### src/rtl/timer_event_irq.sv
// Timer event interrupt block: counts timeout strobes, raises a level irq
// with ACK-driven holdoff, and exposes CTRL/STAT/COUNT/ACK/TOTAL registers.
module timer_event_irq #(
  parameter int CNT_W   = 8,
  parameter int HOLDOFF = 2
) (
  input  logic        clk,
  input  logic        reset,
  input  logic        sel,
  input  logic        we,
  input  logic [31:0] addr,
  input  logic [31:0] wdata,
  output logic [31:0] rdata,
  input  logic        timeout_in,
  output logic        irq,
  output logic        toggle_out
);

  typedef enum logic [1:0] {
    IDLE,
    ACTIVE,
    HOLD
  } state_t;

  localparam logic [4:0] A_CTRL  = 5'h00;
  localparam logic [4:0] A_STAT  = 5'h04;
  localparam logic [4:0] A_COUNT = 5'h08;
  localparam logic [4:0] A_ACK   = 5'h0C;
  localparam logic [4:0] A_TOTAL = 5'h10;

  localparam logic [CNT_W-1:0] P_ONE  = CNT_W'(1);
  localparam logic [3:0]       H_LAST = 4'(HOLDOFF - 1);

  state_t             st_q, st_d;
  logic [3:0]         hcnt_q, hcnt_d;
  logic [CNT_W-1:0]   pend_q, pend_d;
  logic               ovf_q, ovf_d;
  logic [31:0]        total_q, total_d;
  logic               irq_en_q, irq_en_d;
  logic               tog_en_q, tog_en_d;
  logic               tog_q, tog_d;
  logic               irq_q, irq_d;

  logic       wr, ev, ack;
  logic       wr_ctrl, wr_stat, wr_tot;
  logic       sat, pnz, pnz_d, ovf_set;
  logic [4:0] off;
  logic       unused_bits;

  assign off     = addr[4:0];
  assign wr      = sel & we;
  assign ev      = timeout_in;
  assign wr_ctrl = wr && (off == A_CTRL);
  assign wr_stat = wr && (off == A_STAT);
  assign ack     = wr && (off == A_ACK);
  assign wr_tot  = wr && (off == A_TOTAL);
  assign sat     = &pend_q;
  assign pnz     = |pend_q;
  assign pnz_d   = |pend_d;

  assign unused_bits = ^{addr[31:5], wdata[31:2]};

  // Event+ACK cancel out, except at saturation where the ACK still drains.
  always_comb begin
    pend_d  = pend_q;
    ovf_set = 1'b0;
    if (ev && ack) begin
      if (sat) begin
        pend_d  = pend_q - P_ONE;
        ovf_set = 1'b1;
      end
    end else if (ev) begin
      if (sat) ovf_set = 1'b1;
      else     pend_d  = pend_q + P_ONE;
    end else if (ack && pnz) begin
      pend_d = pend_q - P_ONE;
    end
  end

  always_comb begin
    ovf_d    = ovf_set | (ovf_q & ~(wr_stat & wdata[1]));
    total_d  = wr_tot ? {31'b0, ev} : total_q + {31'b0, ev};
    irq_en_d = wr_ctrl ? wdata[0] : irq_en_q;
    tog_en_d = wr_ctrl ? wdata[1] : tog_en_q;
    tog_d    = tog_q ^ (ev & tog_en_q);
  end

  always_comb begin
    st_d   = st_q;
    hcnt_d = hcnt_q;
    unique case (st_q)
      IDLE: begin
        if (pnz_d) st_d = ACTIVE;
      end
      ACTIVE: begin
        if (ack) begin
          st_d   = pnz_d ? HOLD : IDLE;
          hcnt_d = '0;
        end
      end
      HOLD: begin
        if (ack) begin
          hcnt_d = '0;
        end else if (hcnt_q == H_LAST) begin
          st_d   = pnz_d ? ACTIVE : IDLE;
          hcnt_d = '0;
        end else begin
          hcnt_d = hcnt_q + 4'd1;
        end
      end
      default: begin
        st_d   = IDLE;
        hcnt_d = '0;
      end
    endcase
    irq_d = irq_en_d && (st_d == ACTIVE);
  end

  always_ff @(posedge clk or posedge reset) begin
    if (reset) begin
      st_q     <= IDLE;
      hcnt_q   <= '0;
      pend_q   <= '0;
      ovf_q    <= 1'b0;
      total_q  <= '0;
      irq_en_q <= 1'b0;
      tog_en_q <= 1'b0;
      tog_q    <= 1'b0;
      irq_q    <= 1'b0;
    end else begin
      st_q     <= st_d;
      hcnt_q   <= hcnt_d;
      pend_q   <= pend_d;
      ovf_q    <= ovf_d;
      total_q  <= total_d;
      irq_en_q <= irq_en_d;
      tog_en_q <= tog_en_d;
      tog_q    <= tog_d;
      irq_q    <= irq_d;
    end
  end

  assign irq        = irq_q;
  assign toggle_out = tog_q;

  always_comb begin
    rdata = '0;
    unique case (off)
      A_CTRL:  rdata = {30'b0, tog_en_q, irq_en_q};
      A_STAT:  rdata = {30'b0, ovf_q, pnz};
      A_COUNT: rdata = 32'(pend_q);
      A_TOTAL: rdata = total_q;
      default: rdata = '0;
    endcase
  end

endmodule
### config.mk
export PLATFORM = sky130hd
export DESIGN_NAME = timer_event_irq
export DESIGN_NICKNAME = d
export VERILOG_FILES = /design/src/rtl/timer_event_irq.sv
export SDC_FILE = /design/constraint.sdc
export NUM_CORES = 1
export LEC_CHECK = 0
export BUFFER_PORTS_ARGS = -buffer_cell sky130_fd_sc_hd__buf_2
export CORE_UTILIZATION = 55
export DETAILED_ROUTE_END_ITERATION = 8
export GPL_ROUTABILITY_DRIVEN = 0
export HOLD_SLACK_MARGIN = 0.08
export PLACE_DENSITY = 0.81
export SLEW_MARGIN = 15
export SYNTH_ARGS = -nofsm -noshare
export SYNTH_HDL_FRONTEND = slang
export SYNTH_SLANG_ARGS = --single-unit
### constraint.sdc
create_clock -name clk -period 7.69 [get_ports clk]
set_input_delay 0.769 -clock clk [delete_from_list [all_inputs] [get_ports clk]]
set_output_delay 0.769 -clock clk [all_outputs]
set_load 0.01 [all_outputs]
==> results of run 1 <==
==> routing by layer <==
layer  up-vias  share of wire [%]  track usage [%]
li1       1338                  -                -
met1      1323                 45             33.2
met2        89                 48             39.5
met3        17                5.6             5.35
met4         0                1.7             8.52
met5         -                  0                0
==> layout make-up <==
cell class	instances	share of cell area [%]
clock buffer	6	2.04
clock inverter	2	1.69
inverter	10	1.09
multi-input combinational	276	50.3
sequential	51	35.8
tap	72	2.53
timing repair buffer	46	6.54
==> final timing paths <==
kind	end	cells past startpoint
worst max-delay path	rdata[1]	6
worst min-delay path	hcnt_q[3]	1
worst max register to register	irq	9
worst min register to register	hcnt_q[3]	1
max in group asynchronous	total_q[8]	2
min in group asynchronous	pend_q[5]	2
==> synth_stat cells (2+ instances only) <==
cell       instances
dfrtp_1           51
nor2_1            39
and2_1            28
nand2_1           25
xor2_1            17
nand3_1           15
xnor2_1           14
clkbuf_1          13
nand4_1           13
o21ai_0           13
a21oi_1           11
inv_1             10
nor2b_1            8
nor3_1             8
a211oi_1           6
a22o_1             6
and3_1             6
ha_1               6
buf_2              5
a31oi_1            4
and4_1             4
nor4_1             4
a22oi_1            3
mux2_2             3
o211ai_1           3
or3_1              3
or4_1              3
buf_4              2
buf_6              2
mux2i_1            2
nand4b_1           2
nor3b_2            2
o2111ai_1          2
or2_1              2
==> sequential cells by signal, summed over array words and instances, names as in the netlist <==
name        flops
st_q            2
hcnt_q          4
pend_q          8
ovf_q           1
total_q        32
irq_en_q        1
irq             1
tog_en_q        1
toggle_out      1
==> power by group through the flow <==
stage               Clock (mW)  Sequential, mW  Combinational, mW
finish                   0.220           0.409              0.228
floorplan                    0           0.360              0.221
global route             0.233           0.419              0.256
CTS                      0.222           0.405              0.225
global placement             0           0.408              0.212
detailed placement           0           0.410              0.223
==> logic make-up after synthesis <==
kind of cell | Yosys count | synth area share, %
mux | 5 | 1.67
fa+ha+maj | 6 | 2.33
compound gates | 62 | 13.6
xor+xnor | 31 | 8.44
buf+inv | 33 | 4.78
simple gates | 172 | 29.5
flops | 51 | 39.7
==> critical path, stage by stage <==
cell and delay (ns):
buf_2 0.11, or3b_1 0.50, nor3_1 0.72, a22oi_1 0.23, o21ai_0 0.13, buf_2 0.15
==> metrics by stage <==
stage | instances | setup WS (ns) | hold slack (ns) | power (mW) | area (um^2)
4_1_cts | 463 | 4.34 | 0.475 | 0.852 | 3560
3_3_place_gp | 455 | 4.33 | 0.460 | 0.620 | 3430
5_1_grt | 463 | 4.09 | 0.498 | 0.908 | 3560
3_5_place_dp | 455 | 4.34 | 0.462 | 0.633 | 3430
6_report | 463 | 4.30 | 0.468 | 0.857 | 3560
2_1_floorplan | 360 | 4.84 | 0.442 | 0.582 | 3220
==> layout by cell type, fill, tap and decap left out, types with 7 or more instances in the layout <==
| cell type | count |
|---|---|
| nor2_1 | 39 |
| buf_2 | 45 |
| xor2_1 | 17 |
| dfrtp_1 | 51 |
| xnor2_1 | 14 |
| inv_1 | 9 |
| o21ai_0 | 13 |
| nor3_1 | 8 |
| and2_1 | 28 |
| nand3_1 | 15 |
| nand2_1 | 25 |
| nor2b_1 | 7 |
| nand4_1 | 13 |
| a21oi_1 | 11 |
==> summary.md, run 1 <==
| Metric | Value |
|---|---|
| Top cell type's share of synthesized area | 39.7% |
| Cts hold-fix bufs | 0 |
| Crit path kind | input port to output port |
| Worst Path Required | 6.92 ns |
| Storage element area | 0.00128 mm^2 |
| Start of the worst register-to-register path | pend_q[1] |
| Setup Fix Bufs, Post-CTS | 0 |
| Starting DRT DRC Count | 295 |
| P&R area growth vs syn | 10.7% |
| Post-synthesis sequential area ratio | 39.7% |
| Layout cell share with drive strength beyond 1 | 16.9% |
| Total core area | around 0.0056 mm^2 |
| Area of the multi-input gates | around 0.0018 mm^2 |
| Number of fill cells | 487 |
| FFs w/ async S/R, synth | 100% |
| Initial antenna violation count | 0 |
| RSZ-0062 raised after global routing | false |
| DRT antenna net count | 0 |
| Share of total power in combinational logic | 26.6% |
| Number of I/O port buffers | 45 |
| Pleak | approximately 1.6 nW |
| Fin. Hold Viols | 0 |
| First-pass GRT wire length | 12100 um |
| CP arrival | between 2 and 3 ns |
| Worst Setup End Kind | output port |
| Worst Tran Pin Value | 0.963 ns |
| Fmax | about 0.30 GHz |
| Max-cap violations | 0 |
| Number of flops mapped to enable cells by yosys | 0 |
| Worst Hold Class | flop to flop |
| Hold path start | hcnt_q[3] |
| Synth top area cells | dfrtp_1, and2_1, xor2_1 |
| Root Driver | clkbuf_8 |
| Die ar. | approximately 0.0062 mm^2 |
| Die height | between 70 and 80 um |
| Post-CTS sizing | 0 |
| Largest net degree at the start of global routing | 52 |
| First-pass DRT Iterations | 5 |
| Vias per cell | roughly 6 |
| Die Width | between 70 and 80 um |
| Yosys cell types | 59 |
| CTS tree | built |
| Final worst clock skew | 0.0105 ns |
| Syn nets | 435 |
| Sw Ratio | 36.7% |
| Drt drc | 0 |
| Starting Density | 57.7% |
| Switching power | 0.315 mW |
| Ys Warns | 0 |
| Final setup viols | 0 |
| Pwr dens | 241 mW/mm^2 |
| Clock Tree Buf Depth | 2 |
| Max Transition Viols Final | 0 |
| Dpl hpwl | 4950 um |
| Tcrit/Tclk final | 44.1% |
| WL/cell | 15.6 um |
| Cts bufs inserted | 5 |
| Avg Synthesized Cell Area | 8.94 um^2 |
| Peak VDD IR | 0.158 mV |
| Slew headroom | 35.8% |
| Clock-pin slew on the worst setup and hold paths | around 0.090 ns |
| Mapped Cells | 360 |
| I/O pins | roughly 100 |
| Status | finished, final reports clean |
| CP startpoint | addr[1] |
| Vias in the first global route | 2570 |
| Flop-to-flop setup slack | 4.75 ns |
| Dominant cell type by area after synthesis | dfrtp_1 |
| Ant diodes | 0 |
| Critical Path Fanout Max | 8 |
| Share of power burned in registers | 47.7% |
| Clk pwr share | around 26% |
| H-tree Lvls | 2 |
| Int Power | between 0.5 and 0.6 mW |
| Worst skew pair latency | 0.30 ns |
| Synthesized area | 0.00322 mm^2 |
| DR vias | 2767 |
| Clock Sinks | 51 |
| Critical Path Source Type | input port |
| Top FF cell, synth | dfrtp_1 |
| Setup tns final | 0 ns |
| Global-route usage over all layers | about a quarter |
| Overflow after GRT | 0 |
| Num rows | 27 |
| Synthesized flop and latch total | between 50 and 60 |
| Wirelength, routed | 7210 um |
| Final core occ | 63.9% |
| Final net count | 465 |
| Tmin final | 3.39 ns |
Power figures use the tool's default switching activity.
==> run 2: changes to the inputs <==
--- a/config.mk
+++ b/config.mk
@@ -6,11 +6,11 @@
 export NUM_CORES = 1
 export LEC_CHECK = 0
 export BUFFER_PORTS_ARGS = -buffer_cell sky130_fd_sc_hd__buf_2
-export CORE_UTILIZATION = 55
+export CORE_UTILIZATION = 51
 export DETAILED_ROUTE_END_ITERATION = 8
 export GPL_ROUTABILITY_DRIVEN = 0
 export HOLD_SLACK_MARGIN = 0.08
-export PLACE_DENSITY = 0.81
+export PLACE_DENSITY = 0.76
 export SLEW_MARGIN = 15
 export SYNTH_ARGS = -nofsm -noshare
 export SYNTH_HDL_FRONTEND = slang
==> constraint.sdc (replaced) <==
create_clock -name clk -period 3.5 [get_ports clk]
set_input_delay 0.35 -clock clk [delete_from_list [all_inputs] [get_ports clk]]
set_output_delay 0.35 -clock clk [all_outputs]
set_load 0.01 [all_outputs]
==> summary.md, run 2 (synthesis results as in run 1) <==
| Metric | Value |
|---|---|
| Share of total power in combinational logic | 28.1% (was 26.6%) |
| Commonest non-fill, non-tap cells in the layout | dfrtp_1, buf_2, nor2_1 (unchanged) |
| GR Util met3 | 3.67% (was 5.35%) |
| Critical path buffer and inverter count | 1 (was 2) |
| Final core occ | 59.2% (was 63.9%) |
| Wirelength, routed | 7200 um (was 7210 um) |
| Cts hold-fix bufs | 0 (unchanged) |
| Worst setup margin | 0.556 ns (was 4.30 ns) |
| WL/cell | 15.4 um (was 15.6 um) |
| Critical Path Source Type | flop (was input port) |
| Number of fill cells | 545 (was 487) |
| Worst Setup End Kind | flop (was output port) |
| Final setup viols | 0 (unchanged) |
| Worst Path Required | 3.69 ns (was 6.92 ns) |
| Root Driver | clkbuf_8 (unchanged) |
| Switching power | 0.699 mW (was 0.315 mW) |
| Flop-to-flop setup slack | 0.56 ns (was 4.75 ns) |
| Largest stage delay, worst path | 0.57 ns (was 0.72 ns) |
| Sw Ratio | 39.5% (was 36.7%) |
| First-pass GRT wire length | 11900 um (was 12100 um) |
| Grt met1 use | 32.5% (was 33.2%) |
| Clock-pin slew on the worst setup and hold paths | 0.10 ns (was 0.09 ns) |
| Int Power | 1.07 mW (was 0.543 mW) |
| Total core area | 0.00599 mm^2 (was 0.00557 mm^2) |
| Status | finished, final reports clean (unchanged) |
| DRT antenna net count | 0 (unchanged) |
| Setup Fix Bufs, Post-CTS | 0 (unchanged) |
| Largest net degree at the start of global routing | 52 (unchanged) |
| Post-CTS sizing | 0 (unchanged) |
| FF-to-FF path depth | 9 (unchanged) |
| WHS | 0.181 ns (was 0.468 ns) |
| Number of I/O port buffers | 45 (unchanged) |
| Cts bufs inserted | 5 (unchanged) |
| Final net count | 467 (was 465) |
| Starting DRT DRC Count | 225 (was 295) |
| Biggest regs | total_q: 32 flops, pend_q: 8 flops, hcnt_q: 4 flops (unchanged) |
| RSZ-0062 raised after global routing | false (unchanged) |
| CP Depth | 9 (was 6) |
| Pleak | 1.59 nW (was 1.60 nW) |
| P&R area growth vs syn | 10.2% (was 10.7%) |
| Clock Tree Buf Depth | 2 (unchanged) |
| CP arrival | 3.14 ns (was 2.62 ns) |
| Start of the worst register-to-register path | pend_q[1] (unchanged) |
| Tmin final | around 2.9 ns |
| Worst skew pair latency | 0.31 ns (was 0.30 ns) |
| Crit path kind | flop to flop (was input port to output port) |
| Slew headroom | 41.8% (was 35.8%) |
| Die Width | 81.4 um (was 78.5 um) |
| Most common cell after layout, fill and taps aside | dfrtp_1 (unchanged) |
| Drt drc | 0 (unchanged) |
| First-pass DRT Iterations | 5 (unchanged) |
| Max-cap violations | 0 (unchanged) |
| Die height | 81.4 um (was 78.5 um) |
| DR vias | 2752 (was 2767) |
| DP Worst Slack | 0.652 ns (was 4.34 ns) |
| Share of power burned in registers | 51.0% (was 47.7%) |
| Dpl hpwl | 5010 um (was 4950 um) |
| Num rows | 28 (was 27) |
| Tcrit/Tclk final | 84.1% |
| Critical path's top delay family | compound AO/OA/AOI/OAI gates (was simple AND/OR/NAND/NOR gates) |
| Cells along the critical path | inv_1 > ha_1 > nor3b_2 > a2111oi_1 > a31oi_1 > xnor2_1 > or4_4 > o41ai_2 > a21boi_1 (was buf_2 > or3b_1 > nor3_1 > a22oi_1 > o21ai_0 > buf_2) |
| Critical Path Fanout Max | 9 (was 8) |
| Max reg flops | 32 (unchanged) |
| Final worst clock skew | 0.0165 ns (was 0.0105 ns) |
| Pwr dens | 498 mW/mm^2 (was 241 mW/mm^2) |
| Clock Sinks | 51 (unchanged) |
| Worst Hold Class | input port to async pin (was flop to flop) |
| Vias per cell | 5.88 (was 5.98) |
| Fin. Hold Viols | 0 (unchanged) |
| Busiest grt layer | met2 (unchanged) |
| Most flop-heavy register | total_q (unchanged) |
| Die ar. | 0.00663 mm^2 (was 0.00616 mm^2) |
| Worst Tran Pin Value | 0.872 ns (was 0.963 ns) |
| Met2 Usage GRT | 37.1% (was 39.5%) |
| Vias in the first global route | 2541 (was 2570) |
| Starting Density | 53.7% (was 57.7%) |
| H-tree Lvls | 2 (unchanged) |
| Max Transition Viols Final | 0 (unchanged) |
| Overflow after GRT | 0 (unchanged) |
| CTS tree | built (unchanged) |
| Worst R2R End | irq (unchanged) |
| Ant diodes | 0 (unchanged) |
| Layout cell share with drive strength beyond 1 | 17.6% (was 16.9%) |
| Slowest cell on crit path | or4_4 (was nor3_1) |
| Initial antenna violation count | 0 (unchanged) |
| I/O pins | 103 (unchanged) |
| Clk pwr share | 20.9% (was 25.7%) |
| Peak VDD IR | 0.235 mV (was 0.158 mV) |
| Setup tns final | 0 ns (unchanged) |
| Fmax | 0.340 GHz |
| Global-route usage over all layers | 23.3% (was 24.7%) |
==> run 2: cell count changes in the layout (fill, tap and decap cells not counted), sizes merged <==
cell      change
bufinv        -2
clkinvlp      +1
buf           +2
clkinv        +1
==> run 2: cell type report <==
cell class	count	area (um^2)	area share, %
tap	75	93.8	2.65
multi-input combinational	276	1790	50.5
timing repair buffer	48	248	6.99
clock buffer	6	82.6	2.33
clock inverter	2	16.3	0.459
inverter	10	38.8	1.09
sequential	51	1280	36.0
==> run 2: worst reg2reg max path, delay by kind of cell (launching register included) <==
| kind | cells | cell delay, ns |
|---|---|---|
| AO/OA/AOI/OAI | 4 | 0.94 |
| flip-flops | 1 | 0.53 |
| XOR/XNOR | 1 | 0.19 |
| adder cells (fa/ha/maj) | 1 | 0.28 |
| buffers and inverters | 1 | 0.09 |
| AND/OR/NAND/NOR | 2 | 0.80 |
==> run 2: stage by stage <==
step | power, mW | cells | instance area (um^2)
after floorplan | 1.28 | 360 | 3220
after global placement | 1.37 | 460 | 3450
after detailed placement | 1.39 | 460 | 3450
after CTS | 1.76 | 468 | 3540
after global routing | 1.87 | 468 | 3550
final | 1.77 | 468 | 3550
==> run 2: routing by layer <==
layer  part of all wire [%]  vias up
li1                       -     1345
met1                     48     1310
met2                     46       88
met3                    4.8        9
met4                   0.89        0
met5                      0        -
==> run 2: how the worst max path moves through the flow <==
| stage | startpoint | end | slack, ns |
|---|---|---|---|
| finish | pend_q[1] | irq | 0.56 |
| floorplan | pend_q[1] | irq | 0.90 |
| global placement | pend_q[1] | irq | 0.70 |
| global route | pend_q[1] | irq | 0.41 |
| detailed placement | pend_q[1] | irq | 0.65 |
| CTS | pend_q[1] | irq | 0.61 |
==> run 2: power by group through the flow <==
stage	clock network (mW)	logic [mW]	registers, mW
floorplan	0	0.487	0.792
global placement	0	0.470	0.897
detailed placement	0	0.485	0.903
CTS	0.376	0.491	0.892
global route	0.402	0.555	0.918
finish	0.369	0.497	0.902
